--- src/rtl/exec_mpadc_ctrl_pkg.sv ---
`default_nettype none
// +----------------------------------------------------------------------------+
// | Module      : exec_mpadc_ctrl_pkg                                          |
// | Description : Shared widths, flag bit positions and FSM state encodings    |
// |               for the multi-word add/subtract controller.                  |
// | Revision    : 1.0 - initial release                                        |
// +----------------------------------------------------------------------------+
package exec_mpadc_ctrl_pkg;

  localparam int c_opr_width   = 16;  // operand word width
  localparam int c_flags_width = 4;   // flag vector {V,S,Z,C}

  // Flag bit positions inside the flag vector
  localparam int c_flag_c = 0;
  localparam int c_flag_z = 1;
  localparam int c_flag_s = 2;
  localparam int c_flag_v = 3;

  typedef enum logic [1:0] {
    ST_IDLE = 2'd0,
    ST_RD   = 2'd1,
    ST_EX   = 2'd2,
    ST_DONE = 2'd3
  } state_e;

endpackage
`default_nettype wire

--- src/rtl/exec_mpadc_ctrl_adcx.sv ---
`default_nettype none
// +----------------------------------------------------------------------------+
// | Module      : exec_adcx                                                    |
// | Description : One-word add/subtract-with-carry datapath.                   |
// |               The incoming carry flag is a borrow when subtracting; the    |
// |               outgoing carry is the raw adder carry (1 = no borrow).       |
// | Ports       : a_i, b_i   operands          minus_i  1 = a - b             |
// |               cf_i       carry/borrow flag res_o    result word           |
// |               carry_o, zero_o, sign_o, ovf_o        result flags           |
// | Revision    : 1.0 - initial release                                        |
// +----------------------------------------------------------------------------+
module exec_adcx
  import exec_mpadc_ctrl_pkg::*;
#(
  parameter int W = c_opr_width
) (
  input  logic [W-1:0] a_i,
  input  logic [W-1:0] b_i,
  input  logic         minus_i,
  input  logic         cf_i,
  output logic [W-1:0] res_o,
  output logic         carry_o,
  output logic         zero_o,
  output logic         sign_o,
  output logic         ovf_o
);

  logic [W-1:0] w_b_eff;
  logic         w_cin;
  logic [W:0]   w_sum;

  // Subtraction is a + ~b + ~borrow, so the adder carry-in is flag XOR minus.
  always_comb begin
    w_b_eff = minus_i ? ~b_i : b_i;
    w_cin   = cf_i ^ minus_i;
    w_sum   = {1'b0, a_i} + {1'b0, w_b_eff} + {{W{1'b0}}, w_cin};
  end

  assign res_o   = w_sum[W-1:0];
  assign carry_o = w_sum[W];
  assign zero_o  = (w_sum[W-1:0] == '0);
  assign sign_o  = w_sum[W-1];
  assign ovf_o   = (a_i[W-1] == w_b_eff[W-1]) && (w_sum[W-1] != a_i[W-1]);

endmodule
`default_nettype wire

--- src/rtl/exec_mpadc_ctrl.sv ---
`default_nettype none
// +----------------------------------------------------------------------------+
// | Module      : exec_mpadc_ctrl                                              |
// | Description : Multi-word add/subtract sequencer. Reads one word of each    |
// |               operand per RD cycle, computes and writes one result word    |
// |               per EX cycle, chaining carry and accumulating zero.          |
// | Ports       : clk_i, rst_n_i          clock, async active-low reset        |
// |               start_i, minus_i, use_carry_i, flags_i, len_i, base*_i       |
// |                                       operation request (sampled in IDLE) |
// |               abort_i                 cancel operation in RD/EX            |
// |               rd_en_o, rd_addr0/1_o, rd_data0/1_i   operand read port      |
// |               wr_en_o, wr_addr_o, wr_data_o         result write port      |
// |               busy_o, done_o, flags_o               status                 |
// | Revision    : 1.0 - initial release                                        |
// +----------------------------------------------------------------------------+
module exec_mpadc_ctrl
  import exec_mpadc_ctrl_pkg::*;
#(
  parameter int W_OPR   = c_opr_width,
  parameter int W_FLAGS = c_flags_width,
  parameter int W_ADDR  = 8,
  parameter int W_LEN   = 4
) (
  input  logic               clk_i,
  input  logic               rst_n_i,
  input  logic               start_i,
  input  logic               minus_i,
  input  logic               use_carry_i,
  input  logic [W_FLAGS-1:0] flags_i,
  input  logic [W_LEN-1:0]   len_i,
  input  logic [W_ADDR-1:0]  base0_i,
  input  logic [W_ADDR-1:0]  base1_i,
  input  logic [W_ADDR-1:0]  based_i,
  input  logic               abort_i,
  output logic               rd_en_o,
  output logic [W_ADDR-1:0]  rd_addr0_o,
  output logic [W_ADDR-1:0]  rd_addr1_o,
  input  logic [W_OPR-1:0]   rd_data0_i,
  input  logic [W_OPR-1:0]   rd_data1_i,
  output logic               wr_en_o,
  output logic [W_ADDR-1:0]  wr_addr_o,
  output logic [W_OPR-1:0]   wr_data_o,
  output logic               busy_o,
  output logic               done_o,
  output logic [W_FLAGS-1:0] flags_o
);

  localparam logic [W_LEN-1:0] c_one_len = W_LEN'(1);

  state_e             state_q, state_d;
  logic [W_LEN-1:0]   k_q, k_d;
  logic [W_LEN-1:0]   len_q, len_d;
  logic [W_ADDR-1:0]  base0_q, base0_d;
  logic [W_ADDR-1:0]  base1_q, base1_d;
  logic [W_ADDR-1:0]  based_q, based_d;
  logic               minus_q, minus_d;
  logic               cf_q, cf_d;        // carry/borrow flag for the current word
  logic               zacc_q, zacc_d;    // AND of zero over words done so far
  logic [W_FLAGS-1:0] fpend_q, fpend_d;  // flags to publish when leaving DONE
  logic [W_FLAGS-1:0] flags_q, flags_d;
  logic               rd_en_q, rd_en_d;
  logic               wr_en_q, wr_en_d;
  logic               busy_q, busy_d;
  logic               done_q, done_d;

  logic [W_OPR-1:0]   w_res;
  logic               w_carry;
  logic               w_zero;
  logic               w_sign;
  logic               w_ovf;

  exec_adcx #(
    .W (W_OPR)
  ) u_adcx (
    .a_i     (rd_data0_i),
    .b_i     (rd_data1_i),
    .minus_i (minus_q),
    .cf_i    (cf_q),
    .res_o   (w_res),
    .carry_o (w_carry),
    .zero_o  (w_zero),
    .sign_o  (w_sign),
    .ovf_o   (w_ovf)
  );

  always_comb begin
    state_d = state_q;
    k_d     = k_q;
    len_d   = len_q;
    base0_d = base0_q;
    base1_d = base1_q;
    based_d = based_q;
    minus_d = minus_q;
    cf_d    = cf_q;
    zacc_d  = zacc_q;
    fpend_d = fpend_q;
    flags_d = flags_q;
    done_d  = 1'b0;

    case (state_q)
      ST_IDLE: begin
        if (start_i) begin
          len_d   = len_i;
          base0_d = base0_i;
          base1_d = base1_i;
          based_d = based_i;
          minus_d = minus_i;
          cf_d    = use_carry_i & flags_i[c_flag_c];
          k_d     = '0;
          zacc_d  = 1'b1;
          // A zero-length operation simply returns the incoming flags.
          fpend_d = flags_i;
          state_d = (len_i == '0) ? ST_DONE : ST_RD;
        end
      end
      ST_RD: begin
        state_d = abort_i ? ST_IDLE : ST_EX;
      end
      ST_EX: begin
        if (abort_i) begin
          state_d = ST_IDLE;
        end else begin
          cf_d   = w_carry ^ minus_q;
          zacc_d = zacc_q & w_zero;
          if (k_q == len_q - c_one_len) begin
            fpend_d           = '0;
            fpend_d[c_flag_c] = w_carry;
            fpend_d[c_flag_z] = zacc_q & w_zero;
            fpend_d[c_flag_s] = w_sign;
            fpend_d[c_flag_v] = w_ovf;
            state_d           = ST_DONE;
          end else begin
            k_d     = k_q + c_one_len;
            state_d = ST_RD;
          end
        end
      end
      ST_DONE: begin
        done_d  = 1'b1;
        flags_d = fpend_q;
        state_d = ST_IDLE;
      end
      default: state_d = ST_IDLE;
    endcase

    // Strobes are registered so they line up exactly with the state they belong to.
    rd_en_d = (state_d == ST_RD);
    wr_en_d = (state_d == ST_EX);
    busy_d  = (state_d != ST_IDLE);
  end

  always_ff @(posedge clk_i or negedge rst_n_i) begin
    if (!rst_n_i) begin
      state_q <= ST_IDLE;
      k_q     <= '0;
      len_q   <= '0;
      base0_q <= '0;
      base1_q <= '0;
      based_q <= '0;
      minus_q <= 1'b0;
      cf_q    <= 1'b0;
      zacc_q  <= 1'b0;
      fpend_q <= '0;
      flags_q <= '0;
      rd_en_q <= 1'b0;
      wr_en_q <= 1'b0;
      busy_q  <= 1'b0;
      done_q  <= 1'b0;
    end else begin
      state_q <= state_d;
      k_q     <= k_d;
      len_q   <= len_d;
      base0_q <= base0_d;
      base1_q <= base1_d;
      based_q <= based_d;
      minus_q <= minus_d;
      cf_q    <= cf_d;
      zacc_q  <= zacc_d;
      fpend_q <= fpend_d;
      flags_q <= flags_d;
      rd_en_q <= rd_en_d;
      wr_en_q <= wr_en_d;
      busy_q  <= busy_d;
      done_q  <= done_d;
    end
  end

  // Addresses come straight from reset-cleared registers, so they are 0 in reset.
  assign rd_addr0_o = base0_q + W_ADDR'(k_q);
  assign rd_addr1_o = base1_q + W_ADDR'(k_q);
  assign wr_addr_o  = based_q + W_ADDR'(k_q);

  // Abort kills the write in the very cycle it is raised.
  assign wr_en_o    = wr_en_q & ~abort_i;
  // Data is gated so the port stays 0 outside EX and during reset.
  assign wr_data_o  = wr_en_q ? w_res : '0;

  assign rd_en_o    = rd_en_q;
  assign busy_o     = busy_q;
  assign done_o     = done_q;
  assign flags_o    = flags_q;

endmodule
`default_nettype wire

--- config.mk ---
export PLATFORM = sky130hd
export DESIGN_NAME = exec_mpadc_ctrl
export DESIGN_NICKNAME = d
export VERILOG_FILES = /design/src/rtl/exec_mpadc_ctrl_pkg.sv /design/src/rtl/exec_mpadc_ctrl_adcx.sv /design/src/rtl/exec_mpadc_ctrl.sv
export SDC_FILE = /design/constraint.sdc
export NUM_CORES = 1
export LEC_CHECK = 0
export ABC_AREA = 1
export CAP_MARGIN = 20
export CORE_ASPECT_RATIO = 2
export CORE_UTILIZATION = 25
export DETAILED_ROUTE_END_ITERATION = 12
export PLACE_DENSITY = 0.47
export SYNTH_ARGS = -nofsm -noshare
export SYNTH_HDL_FRONTEND = slang
export SYNTH_SLANG_ARGS = --single-unit
--- constraint.sdc ---
create_clock -name clk_i -period 8.5 [get_ports clk_i]
set_clock_uncertainty 0.15 [all_clocks]
set_input_delay 2.55 -clock clk_i [delete_from_list [all_inputs] [get_ports clk_i]]
set_output_delay 2.55 -clock clk_i [all_outputs]
set_load 0.02 [all_outputs]
# After elaboration in Yosys (flattened, before gate mapping)
# Cells that the tools add are included.
totals:
  latchBits: 0
  mem_count: 0
  in_bits: 70
  reg_bits: 49
  mem_bits_rw: 0
  output_inout_bits: 48
  romBits: 0
  wordCells: 74
classes:
  n_addsub: 7
  n_reduce_logical: 10
  mux: 23
  n_mul: 0
  n_eq_ne: 12
  n_div: 0
  shifts: 0
  order_cmp: 0
  bitwise_logic: 7
op_table:
  columns: ["cell", "n"]
  rows:
  - ["$mux W16", 2]
  - ["$add A8 B4 Y8", 3]
  - ["$mux W4", 6]
  - ["$add A16 B16 Y17", 1]
  - ["$add A17 B1 Y17", 1]
  - ["$logic_not A16 Y1", 1]
  - ["$not A16 Y16", 1]
  - ["$pmux W4 S2", 2]
  - ["$mux W2", 5]
  - ["$ne A2 B2 Y1 const B", 4]
  - ["$pmux W2 S4", 1]
  - ["$reduce_and A4 Y1", 2]
  - ["$eq A2 B2 Y1 const B", 3]
  - ["$mux W1", 5]
  - ["$add A4 B1 Y4 const B", 1]
  - ["$eq A2 B1 Y1 const B", 2]
  - ["$eq A4 B4 Y1", 1]
  - ["$logic_not A4 Y1", 1]
  - ["$pmux W1 S2", 2]
  - ["$reduce_bool A2 Y1", 2]
  - ["$sub A4 B1 Y4 const B", 1]
  - ["$and A1 B1 Y1", 3]
  - ["$reduce_and A3 Y1", 1]
  - ["$logic_not A2 Y1", 1]
  - ["6 further kinds", 7]

# Logic depth before layout (Yosys ltp)
# Gate-level depths: netlist (run 1).
depth:
  ltp_word: 9
  ltp_mapped: 21
  mapped_depth_nobuf: 19

# Cells and area by module
# A second synthesis (run 1) with hierarchy kept.
hier_totals:
  cells_unflattened: 602
  hier_area_um2: 4146.5
modules_own_cells:
  columns: ["mod", "n_inst", "area_per_inst_um2", "cells_per_inst", "seq_area_each_um2"]
  rows:
  - ["exec_mpadc_ctrl", 1, 2875.3, 372, 1226.2]
  - ["exec_adcx", 1, 1271.2, 230, 0.0]

# Worst setup path before layout (run 1)
# Ideal clock, no wire load.
synth_path:
  path_kind: "input port to output port"
  start: "input port rd_data1_i[0]"
  end: "output port wr_data_o[8]"
  n_path_buf: 0
  arrival_ps: 4256
  path_stages: 12
  t_required_ps: 5800
  slack_ps: 1544
  cell_sequence: "xor2_1 > fa_1 > inv_1 > fa_1 > inv_1 > nand3_1 > nand2_1 > nand3_1 > nand2_1 > xor2_1 > inv_1 > nor2_1"
synth_via:
  elab_chain_len: 5
synth_lines:
  columns: ["item", "line_no", "rtl"]
  rows:
  - ["start: declaration", "exec_mpadc_ctrl.sv:39", "input logic [W_OPR-1:0] rd_data1_i,"]
  - ["$not A16 Y16", "exec_mpadc_ctrl_adcx.sv:34", "w_b_eff = minus_i ? ~b_i : b_i;"]
  - ["$mux W16 *", "exec_mpadc_ctrl_adcx.sv:34", null]
  - ["$add A16 B16 Y17 *", "exec_mpadc_ctrl_adcx.sv:36", "w_sum = {1'b0, a_i} + {1'b0, w_b_eff} + {{W{1'b0}}, w_cin};"]
  - ["$add A17 B1 Y17 *", "exec_mpadc_ctrl_adcx.sv:36", null]
  - ["$mux W16 *", "exec_mpadc_ctrl.sv:196", "assign wr_data_o = wr_en_q ? w_res : '0;"]
  - ["end: declaration", "exec_mpadc_ctrl.sv:42", "output logic [W_OPR-1:0] wr_data_o,"]
# Mark *: on every way between the ends. The rest lies on a longest branch, timed or not.

# Worst setup path after layout (run 1)
layout_path:
  start: "input port rd_data1_i[0]"
  end: "output port wr_data_o[12]"
# Same word-level chain as after synthesis.

==> metrics.csv, run 1 <==
metric,value,unit
outcome,"complete, no violations",
placed cell count,836,
Critical Path End Type,output pin,
CTS H-tree depth,2,
Slew Limit Headroom,55.8,%
count of final hold-check violations,0,
number of distinct standard cells referenced by the synthesized netlist,32,
complex-gate fraction of the synthesized area,8.47,%
number of fill cells,1633,
Worst setup SP type,input port,
Overflow after GRT,0,
share of power burned in combinational logic,62.5,%
final-report setup violation count,0,
maximum root-to-sink buffer count,2,
simple logic cell fraction of the synthesized area,27.3,%
HP Class,reg2reg,
number of buffers added on ports,117,
dominant combinational cell family by area after synthesis,simple AND/OR/NAND/NOR gates,
number of buffers created by CTS,5,
initial standard-cell utilization of the core,25.6,%
combined area of the multi-input logic cells,2370,µm²
register-to-register setup slack,5.54,ns
routed length per placed instance,14.2,µm
Clock Sinks,49,
reg-to-reg startpoint,minus_q$_DFFE_PN0P_,
Total Routed Length,12000,µm
critical path class,in2out,
per-instance average area after synthesis,7.45,µm²
sum of negative setup slack,0,ns
remaining antenna violation count,0,
n_diodes,0,
core area,15300,µm²
cell with the largest stage delay on the worst path,clkdlybuf4s50_1,
post-synthesis sequential area ratio,31.3,%
Post-Synthesis Cells,525,
Ports,118,
count of instances resized after the clock tree is built,0,
setup bufs post-CTS,0,
wire length of the first global-routing pass,19500,µm
detailed-router iteration count before antenna repair,4,
peak fanout along the critical path,3,
Worst-Skew Late Latency,0.29,ns
final worst path period share,94.6,%
part of the power in the clock network,13.9,%
leakage power,2.62,nW
post-detailed-route DRC marker count,0,
syn_nets,629,
maximum clock frequency,124,MHz
"commonest cells after routing, fill and taps aside","nand2_1, clkdlybuf4s50_1, inv_1, dfrtp_1, nor2_1",
WP data required,5.80,ns
depth of the worst register-to-register path,20,
number of warnings reported in the yosys synthesis log,0,
sequential power share,23.6,%
number of antenna violations at the first check in global routing,0,
final-report max-slew violation count,0,
Via density,4.43,
peak supply drop,0.115,mV
worst hold slack across all endpoints,0.337,ns
Setup WS post-layout,0.463,ns
parity-gate share of the synthesized area counting xor and xnor cells,9.40,%
clock tree from TritonCTS,yes,
internal cell power,830,µW
number of global-route vias before repair,4002,
placer's final routability congestion estimate,0.964,
post-placement setup slack,0.499,ns
post-synthesis register bit count,49,
maximum number of pins on one net before global-route repair,50,
final critical-path required period,8.04,ns
setup repair after global routing missed its margin,false,
Cell Rows,64,
Detailed Place HPWL,9940,µm
power per cell area,279,nW/µm²
ratio of cells with drive above 1 in the final layout,8.20,%
capture point of the worst reg-to-reg path,fpend_q[1]$_DFFE_PN0P_,
Sw Share,45.6,%
y dimension of the die,179,µm
Main synth FF type,dfrtp_1,
Finished Layout Cells,844,
nets,749,
multiplexer share of the synthesized area,3.45,%
GRT Resource Usage Total,15.4,%
ordered cell list for the critical path,"clkdlybuf4s50_1, xor2_1, fa_1, inv_1, fa_1, inv_1, nand3_1, nand2_1, nand4_1, nand3_1, nand2_1, a21oi_1, clkdlybuf4s50_1",
x dimension of the die,90.5,µm
adder-cell area share of the yosys netlist,11.8,%
critical path endpoint,wr_data_o[12],
clock transition at the registers of the reported paths,0.06,ns
fraction of registers with async set/reset,100,%
number of buffers inserted by hold repair at cts,0,
total standard cell area after synthesis,3910,µm²
total via count after detailed routing,3742,
maximum cell stage delay along the critical path,0.63,ns
Clock Root Buffer,clkbuf_16,
count of maximum capacitance violations,0,
crit path from,rd_data1_i[0],
final total power,1.53,mW
growth of design area from synthesis to finish,39.9,%
number of design-rule violations left by the first detailed-router iteration,58,
transition time at the pin with the least slew margin,0.663,ns
die outline area,16200,µm²
Sequential cell area,1230,µm²
Switching Power,695,µW
"commonest non-fill, non-tap cell in the layout",nand2_1,
"EDFF count, synth",0,
data arrival time of the critical path,5.34,ns
-- registers in the layout, summed over array words and instances (netlist names) --
register,count
base0_q,8
busy_o,1
zacc_q,1
wr_en_q,1
based_q,8
done_o,1
fpend_q,4
flags_o,4
rd_en_o,1
minus_q,1
state_q,2
k_q,4
base1_q,8
len_q,4
cf_q,1
-- routing by layer --
metal / track usage, % / vias to the layer above / wire [µm]
met3: 2.04 / 20 / 511
met5: 0 / - / 0
met2: 31.8 / 120 / 6920
met1: 14.6 / 1694 / 4110
met4: 7.12 / 0 / 422
li1: - / 1908 / -
-- synth_stat cells, types with 2 or more instances --
cell | instances | share of area, %
inv_1 | 68 | 6.5
buf_2 | 4 | 0.51
o21ai_0 | 13 | 1.7
clkbuf_1 | 3 | 0.29
fa_1 | 5 | 2.6
nor3_2 | 2 | 0.51
dfrtp_1 | 49 | 31
nor2_2 | 3 | 0.48
nand2_1 | 129 | 12
inv_2 | 5 | 0.48
nor3_1 | 3 | 0.38
xnor2_1 | 10 | 2.2
nand3_2 | 3 | 0.77
mux2_2 | 12 | 3.5
xor2_1 | 32 | 7.2
nand3_1 | 31 | 4.0
ha_1 | 29 | 9.3
a21oi_1 | 41 | 5.2
nand3b_1 | 4 | 0.77
nand4_1 | 7 | 1.1
clkinv_1 | 2 | 0.19
nor2_1 | 48 | 4.6
nand2_2 | 11 | 1.8
a22oi_1 | 3 | 0.58
-- per-stage QoR --
stage / instance area (µm²) / utilization, %
2_1_floorplan: 3910 / -
4_1_cts: 5480 / 35.8
3_5_place_dp: 5320 / 34.8
5_1_grt: 5480 / 35.8
3_3_place_gp: 5320 / 34.8
6_report: 5480 / 35.8
-- cell families (layout without fill, tap and decap cells) --
| group | after synthesis | count (layout) |
|---|---|---|
| mux | 12 | 12 |
| simple gates | 244 | 244 |
| fa+ha+maj | 34 | 34 |
| buf+inv | 83 | 204 |
| xor+xnor | 42 | 42 |
| flops | 49 | 49 |
| compound gates | 61 | 61 |
-- worst min-delay path by stage --
stage / from / to / cells after the start
finish: flags_o[1]$_DFFE_PN0P_ / flags_o[1]$_DFFE_PN0P_ / 2
CTS: flags_o[3]$_DFFE_PN0P_ / flags_o[3]$_DFFE_PN0P_ / 2
global route: flags_o[0]$_DFFE_PN0P_ / flags_o[0]$_DFFE_PN0P_ / 2
detailed placement: flags_o[1]$_DFFE_PN0P_ / flags_o[1]$_DFFE_PN0P_ / 2
floorplan: fpend_q[1]$_DFFE_PN0P_ / flags_o[1]$_DFFE_PN0P_ / 2
global placement: flags_o[0]$_DFFE_PN0P_ / flags_o[0]$_DFFE_PN0P_ / 2
-- power by group through the flow --
stage | clock network (mW) | registers, mW | logic [mW]
final | 0.212 | 0.359 | 0.954
after global routing | 0.234 | 0.372 | 1.06
after CTS | 0.221 | 0.361 | 0.970
after detailed placement | 0 | 0.365 | 0.964
after global placement | 0 | 0.364 | 0.964
after floorplan | 0 | 0.364 | 0.619
-- critical path: cells and delay by family --
kind                       cells  cell delay (ns)
xor gates and xnor gates       1             0.19
and+or+nand+nor                5             0.62
buffers and inverters          4             1.26
adders and majority gates      2             0.59
AOI/OAI and AO/OA              1             0.13
-- area by class of cell --
| type | instances | share of cell area [%] |
|---|---|---|
| inverter | 75 | 5.14 |
| timing repair buffer | 121 | 21.8 |
| sequential | 49 | 22.4 |
| clock inverter | 1 | 0.0914 |
| tap | 198 | 4.52 |
| multi-input combinational | 393 | 43.2 |
| clock buffer | 7 | 2.79 |
Note: power is estimated with default switching activity, not from simulation.
==> inputs of run 2 (changes only) <==
CELL_PAD_IN_SITES_DETAIL_PLACEMENT = 0   (was not set)
CELL_PAD_IN_SITES_GLOBAL_PLACEMENT = 1   (was not set)
PLACE_DENSITY = 0.62   (was 0.47)
==> run 2 against run 1 <==
Compared with the run above:
- die area is the same
- core utilization shrank 0.18 points
- power down 0.77%
- flip-flop and latch count did not move
- global-route usage rose by 0.27 points
- sequential power up 3%
- final cell count down 0.24%
- non-clock buffer count stayed put
- wire length is 2.9% higher
- first-iteration DRC count grew 120%
- sequential share of layout area rose by 0.11 points
- critical path type unchanged
- highest routed layer unchanged
==> metrics.csv, run 2 (synthesis gave the netlist of run 1 again) <==
metric,value,unit,change
n_diodes,0,,unchanged
final worst path period share,95.0,%,+0.46 points
Clock Root Buffer,clkbuf_16,,
maximum number of pins on one net before global-route repair,50,,unchanged
count of final hold-check violations,0,,unchanged
core occupancy in the finished layout,35.6,%,-0.18 points
Largest regs,"base0_q x8, base1_q x8, based_q x8",,
maximum clock frequency,124,MHz,-0.48%
setup repair after global routing missed its margin,false,,
initial standard-cell utilization of the core,25.6,%,unchanged
detailed-router iteration count before antenna repair,4,,unchanged
number of buffers added on ports,117,,unchanged
power per cell area,278,nW/µm²,-0.27%
"commonest cells after routing, fill and taps aside","nand2_1, clkdlybuf4s50_1, inv_1, dfrtp_1, nor2_1",,
Critical Path End Type,output pin,,
routed length per placed instance,14.6,µm,+3.1%
y dimension of the die,179,µm,unchanged
placed cell area,5320,µm²,unchanged
Post-Layout Inst Area,5450,µm²,-0.50%
Via density,4.44,,+0.13%
sum of buffers and inverters on the critical path,4,,unchanged
family with the most delay on the worst path,buffers and inverters,,
critical path class,in2out,,
ordered cell list for the critical path,"clkdlybuf4s50_1, xor2_1, fa_1, inv_1, fa_1, inv_1, nand3_1, nand2_1, nand4_1, nand3_1, nand2_1, a21oi_1, clkdlybuf4s50_1",,
x dimension of the die,90.5,µm,unchanged
total via count after detailed routing,3738,,-0.11%
remaining antenna violation count,0,,unchanged
Clock Sinks,49,,unchanged
maximum root-to-sink buffer count,2,,unchanged
Cell Rows,64,,unchanged
sum of negative setup slack,0,ns,unchanged
number of antenna violations at the first check in global routing,0,,unchanged
final-report setup violation count,0,,unchanged
nets,749,,unchanged
peak fanout along the critical path,3,,unchanged
number of global-route vias before repair,3943,,-1.5%
HP Class,reg2reg,,
Detailed Place HPWL,10200,µm,+2.9%
leakage power,2.60,nW,-0.55%
CTS H-tree depth,2,,unchanged
GRT Resource Usage Total,15.7,%,+0.27 points
outcome,"complete, no violations",,
Slew Limit Headroom,53.1,%,-2.6 points
data arrival time of the critical path,5.38,ns,+0.04 ns
Worst-Skew Late Latency,0.29,ns,about the same
wire length of the first global-routing pass,19600,µm,+0.67%
Setup WS post-layout,0.424,ns,-0.0389 ns
number of buffers inserted by hold repair at cts,0,,unchanged
maximum cell stage delay along the critical path,0.64,ns,about the same
die outline area,16200,µm²,unchanged
Total Routed Length,12300,µm,+2.9%
post-detailed-route DRC marker count,0,,unchanged
clock transition at the registers of the reported paths,0.06,ns,about the same
transition time at the pin with the least slew margin,0.703,ns,+0.0393 ns
clock tree from TritonCTS,yes,,
number of design-rule violations left by the first detailed-router iteration,128,,+120%
Ports,118,,unchanged
ratio of cells with drive above 1 in the final layout,7.92,%,-0.29 points
core area,15300,µm²,unchanged
post-placement setup slack,0.426,ns,-0.0729 ns
peak supply drop,0.103,mV,-10%
count of instances resized after the clock tree is built,0,,unchanged
Worst setup SP type,input port,,
setup bufs post-CTS,0,,unchanged
final-report max-slew violation count,0,,unchanged
placer's final routability congestion estimate,0.899,,-6.7%
Overflow after GRT,0,,unchanged
"commonest non-fill, non-tap cell in the layout",nand2_1,,
final critical-path required period,8.08,ns,+0.0389 ns
count of maximum capacitance violations,0,,unchanged
WP data required,5.80,ns,about the same
worst hold slack across all endpoints,0.332,ns,-0.00537 ns
growth of design area from synthesis to finish,39.2,%,
cell with the largest stage delay on the worst path,clkdlybuf4s50_1,,
number of buffers created by CTS,5,,unchanged
[run 2: area by class of cell]
| cell class | count | area [µm²] |
|---|---|---|
| fill | 1648 | 9850 |
| clock inverter | 1 | 5.00 |
| inverter | 75 | 282 |
| multi-input combinational | 393 | 2370 |
| sequential | 49 | 1230 |
| tap | 198 | 248 |
| timing repair buffer | 121 | 1200 |
| clock buffer | 5 | 125 |
[run 2: stage by stage]
stage | std cells | power, mW
finish | 842 | 1.51
global route | 842 | 1.65
CTS | 842 | 1.54
detailed placement | 836 | 1.35
global placement | 836 | 1.34
floorplan | 525 | 0.983
[run 2: final timing paths]
path | depth (start not counted) | start | slack [ns] | end
min | 2 | flags_o[2]$_DFFE_PN0P_ | 0.33 | flags_o[2]$_DFFE_PN0P_
max | 13 | rd_data1_i[0] | 0.42 | wr_data_o[12]
min reg2reg | 2 | flags_o[2]$_DFFE_PN0P_ | 0.33 | flags_o[2]$_DFFE_PN0P_
max reg2reg | 19 | minus_q$_DFFE_PN0P_ | 5.27 | fpend_q[1]$_DFFE_PN0P_
max in group asynchronous | 2 | rst_n_i | 5.55 | based_q[1]$_DFFE_PN0P_
min in group asynchronous | 2 | rst_n_i | 2.21 | based_q[5]$_DFFE_PN0P_
[run 2: where the power goes]
| group | internal, mW | switching (mW) | total (mW) | leakage, nW |
|---|---|---|---|---|
| Combinational | 0.398 | 0.561 | 0.959 | 1.95 |
| Sequential | 0.309 | 0.0587 | 0.368 | 0.586 |
| Clock | 0.105 | 0.0817 | 0.187 | 0.0655 |
[run 2: tightest hold or removal path, stage by stage, from the launching register on]
cell and delay, ns:
dfrtp_1 0.34, nand2_1 0.05, o21ai_0 0.06
[run 2: per-layer routing]
metal,GRT usage [%],up-vias,routed length (µm)
met3,1.99,16,425
met1,14.0,1716,4170
li1,-,1910,-
met4,6.05,0,342
met2,34.1,96,7380
met5,0,-,0
==> inputs of run 3 (changes only) <==
CAP_MARGIN = not set   (was 20)
CORE_UTILIZATION = 37   (was 25)
PLACE_DENSITY = 0.87   (was 0.62)
SETUP_SLACK_MARGIN = 0.02   (was not set)
==> run 3 against run 2 <==
Compared with the run above:
- first-iteration DRC count is 20% lower
- clock-buffer cell count stayed put
- clock power is 15% higher
- via count is 1.3% higher
- core utilization is 17 points higher
- critical endpoint unchanged
- flip-flop and latch count stayed put
- setup slack hardly changed
- final cell count is 7.5% lower
- wire length is 11% lower
- sequential power is 2% lower
- register-to-register slack better by 0.21 ns
- worst hold slack better by 0.0033 ns
==> metrics.csv, run 3 (synthesis gave the netlist of run 1 again) <==
metric,value,unit,change
count of maximum capacitance violations,0,,unchanged
x dimension of the die,74.7,µm,-17%
maximum clock frequency,124,MHz,about the same
"commonest cells after routing, fill and taps aside","nand2_1, clkdlybuf4s50_1, inv_1, dfrtp_1, nor2_1",,
peak fanout along the critical path,3,,unchanged
die outline area,11000,µm²,-32%
initial standard-cell utilization of the core,38.3,%,+13 points
number of design-rule violations left by the first detailed-router iteration,102,,-20%
maximum cell stage delay along the critical path,0.62,ns,-0.02 ns
count of final hold-check violations,0,,unchanged
clock transition at the registers of the reported paths,0.06,ns,about the same
count of instances resized after the clock tree is built,0,,unchanged
core area,10200,µm²,-33%
Cell Rows,52,,-19%
transition time at the pin with the least slew margin,1.04,ns,+0.339 ns
number of global-route vias before repair,3939,,-0.10%
global-route track usage on met2,43.4,%,+9.3 points
detailed-router iteration count before antenna repair,4,,unchanged
wire length of the first global-routing pass,17700,µm,-9.5%
global-route layer with the greatest usage,met2,,
sum of negative setup slack,0,ns,unchanged
final-report max-slew violation count,0,,unchanged
maximum number of pins on one net before global-route repair,50,,unchanged
leakage power,2.61,nW,+0.36%
core occupancy in the finished layout,52.8,%,+17 points
maximum root-to-sink buffer count,2,,unchanged
ratio of cells with drive above 1 in the final layout,7.92,%,unchanged
Clock Root Buffer,clkbuf_16,,
post-detailed-route DRC marker count,0,,unchanged
growth of design area from synthesis to finish,37.8,%,
number of buffers added on ports,117,,unchanged
final-report setup violation count,0,,unchanged
remaining antenna violation count,0,,unchanged
number of buffers created by CTS,5,,unchanged
WP data required,5.80,ns,about the same
GRT Resource Usage Total,21.1,%,+5.4 points
number of buffers inserted by hold repair at cts,0,,unchanged
Critical Path End Type,output pin,,
total via count after detailed routing,3786,,+1.3%
HP Class,reg2reg,,
Worst-Skew Late Latency,0.28,ns,about the same
peak supply drop,0.115,mV,+12%
data arrival time of the critical path,5.38,ns,about the same
setup bufs post-CTS,0,,unchanged
outcome,"complete, no violations",,
Ports,118,,unchanged
power per cell area,284,nW/µm²,+2.1%
final critical-path required period,8.08,ns,-0.000471 ns
Detailed Place HPWL,9250,µm,-9.6%
cell with the largest stage delay on the worst path,clkdlybuf4s50_1,,
placer's final routability congestion estimate,0.883,,-1.8%
worst hold slack across all endpoints,0.335,ns,+0.00330 ns
setup repair after global routing missed its margin,false,,
critical path class,in2out,,
met1 global-route usage,19.5,%,+5.5 points
Overflow after GRT,0,,unchanged
CTS H-tree depth,2,,unchanged
routed length per placed instance,14.1,µm,-4.0%
"commonest non-fill, non-tap cell in the layout",nand2_1,,
GR Layer Usage met3,1.84,%,-0.15 points
y dimension of the die,147,µm,-18%
Largest regs,"base0_q x8, base1_q x8, based_q x8",,
Clock Sinks,49,,unchanged
Worst setup SP type,input port,,
Total Routed Length,10900,µm,-11%
Via density,4.86,,+9.5%
final worst path period share,95.0,%,about the same
number of antenna violations at the first check in global routing,0,,unchanged
n_diodes,0,,unchanged
clock tree from TritonCTS,yes,,
Slew Limit Headroom,30.6,%,-23 points
nets,748,,-0.13%
number of fill cells,1034,,-37%
ordered cell list for the critical path,"clkdlybuf4s50_1, xor2_1, fa_1, inv_1, fa_1, inv_1, nand3_1, nand2_1, nand4_1, nand3_1, nand2_1, a21oi_1, clkdlybuf4s50_1",,
-- run 3: metrics by stage --
stage / area [µm²] / power, mW / setup slack, ns / instances
final: 5390 / 1.53 / 0.425 / 779
after global routing: 5390 / 1.66 / 0.273 / 779
after CTS: 5390 / 1.55 / 0.473 / 779
after detailed placement: 5230 / 1.32 / 0.487 / 772
after global placement: 5230 / 1.31 / 0.519 / 772
after floorplan: 3910 / 0.983 / 1.54 / 525
-- run 3: area by class of cell --
type | instances | area [µm²] | share of cell area [%]
Timing Repair Buffer | 120 | 1190 | 22.0
Clock inverter | 2 | 35.0 | 0.650
Sequential cell | 49 | 1230 | 22.7
Tap cell | 135 | 169 | 3.13
Clock buffer | 5 | 125 | 2.32
Inverter | 75 | 282 | 5.22
Multi-Input combinational cell | 393 | 2370 | 43.9
-- run 3: report_power, final --
part | internal [mW] | switching (mW) | total [mW] | leakage [nW]
registers | 0.309 | 0.0492 | 0.359 | 0.586
logic | 0.397 | 0.559 | 0.955 | 1.95
clock network | 0.136 | 0.0790 | 0.215 | 0.0797
-- run 3: metal layers --
layer | part of all wire, % | routed length [µm]
met2 | 59 | 6470
met5 | 0 | 0
met3 | 3.8 | 415
met1 | 34 | 3700
met4 | 3.3 | 364
-- run 3: critical path, delay by kind of cell --
| kind | cells | cell delay [ns] |
|---|---|---|
| buffers and inverters | 4 | 1.24 |
| adders and majority gates | 2 | 0.60 |
| AOI/OAI and AO/OA | 1 | 0.13 |
| xor gates and xnor gates | 1 | 0.19 |
| and+or+nand+nor | 5 | 0.65 |
-- run 3: final timing paths --
check                                       start                endpoint  slack, ns  cells after the start
min                        flags_o[3]$_DFFE_PN0P_  flags_o[3]$_DFFE_PN0P_       0.34                      2
max in group asynchronous                 rst_n_i  base1_q[3]$_DFFE_PN0P_       5.25                      1
max reg2reg                   minus_q$_DFFE_PN0P_  fpend_q[1]$_DFFE_PN0P_       5.48                     20
min reg2reg                flags_o[3]$_DFFE_PN0P_  flags_o[3]$_DFFE_PN0P_       0.34                      2
max                                 rd_data1_i[0]           wr_data_o[12]       0.42                     13
min in group asynchronous                 rst_n_i  based_q[2]$_DFFE_PN0P_       2.30                      1
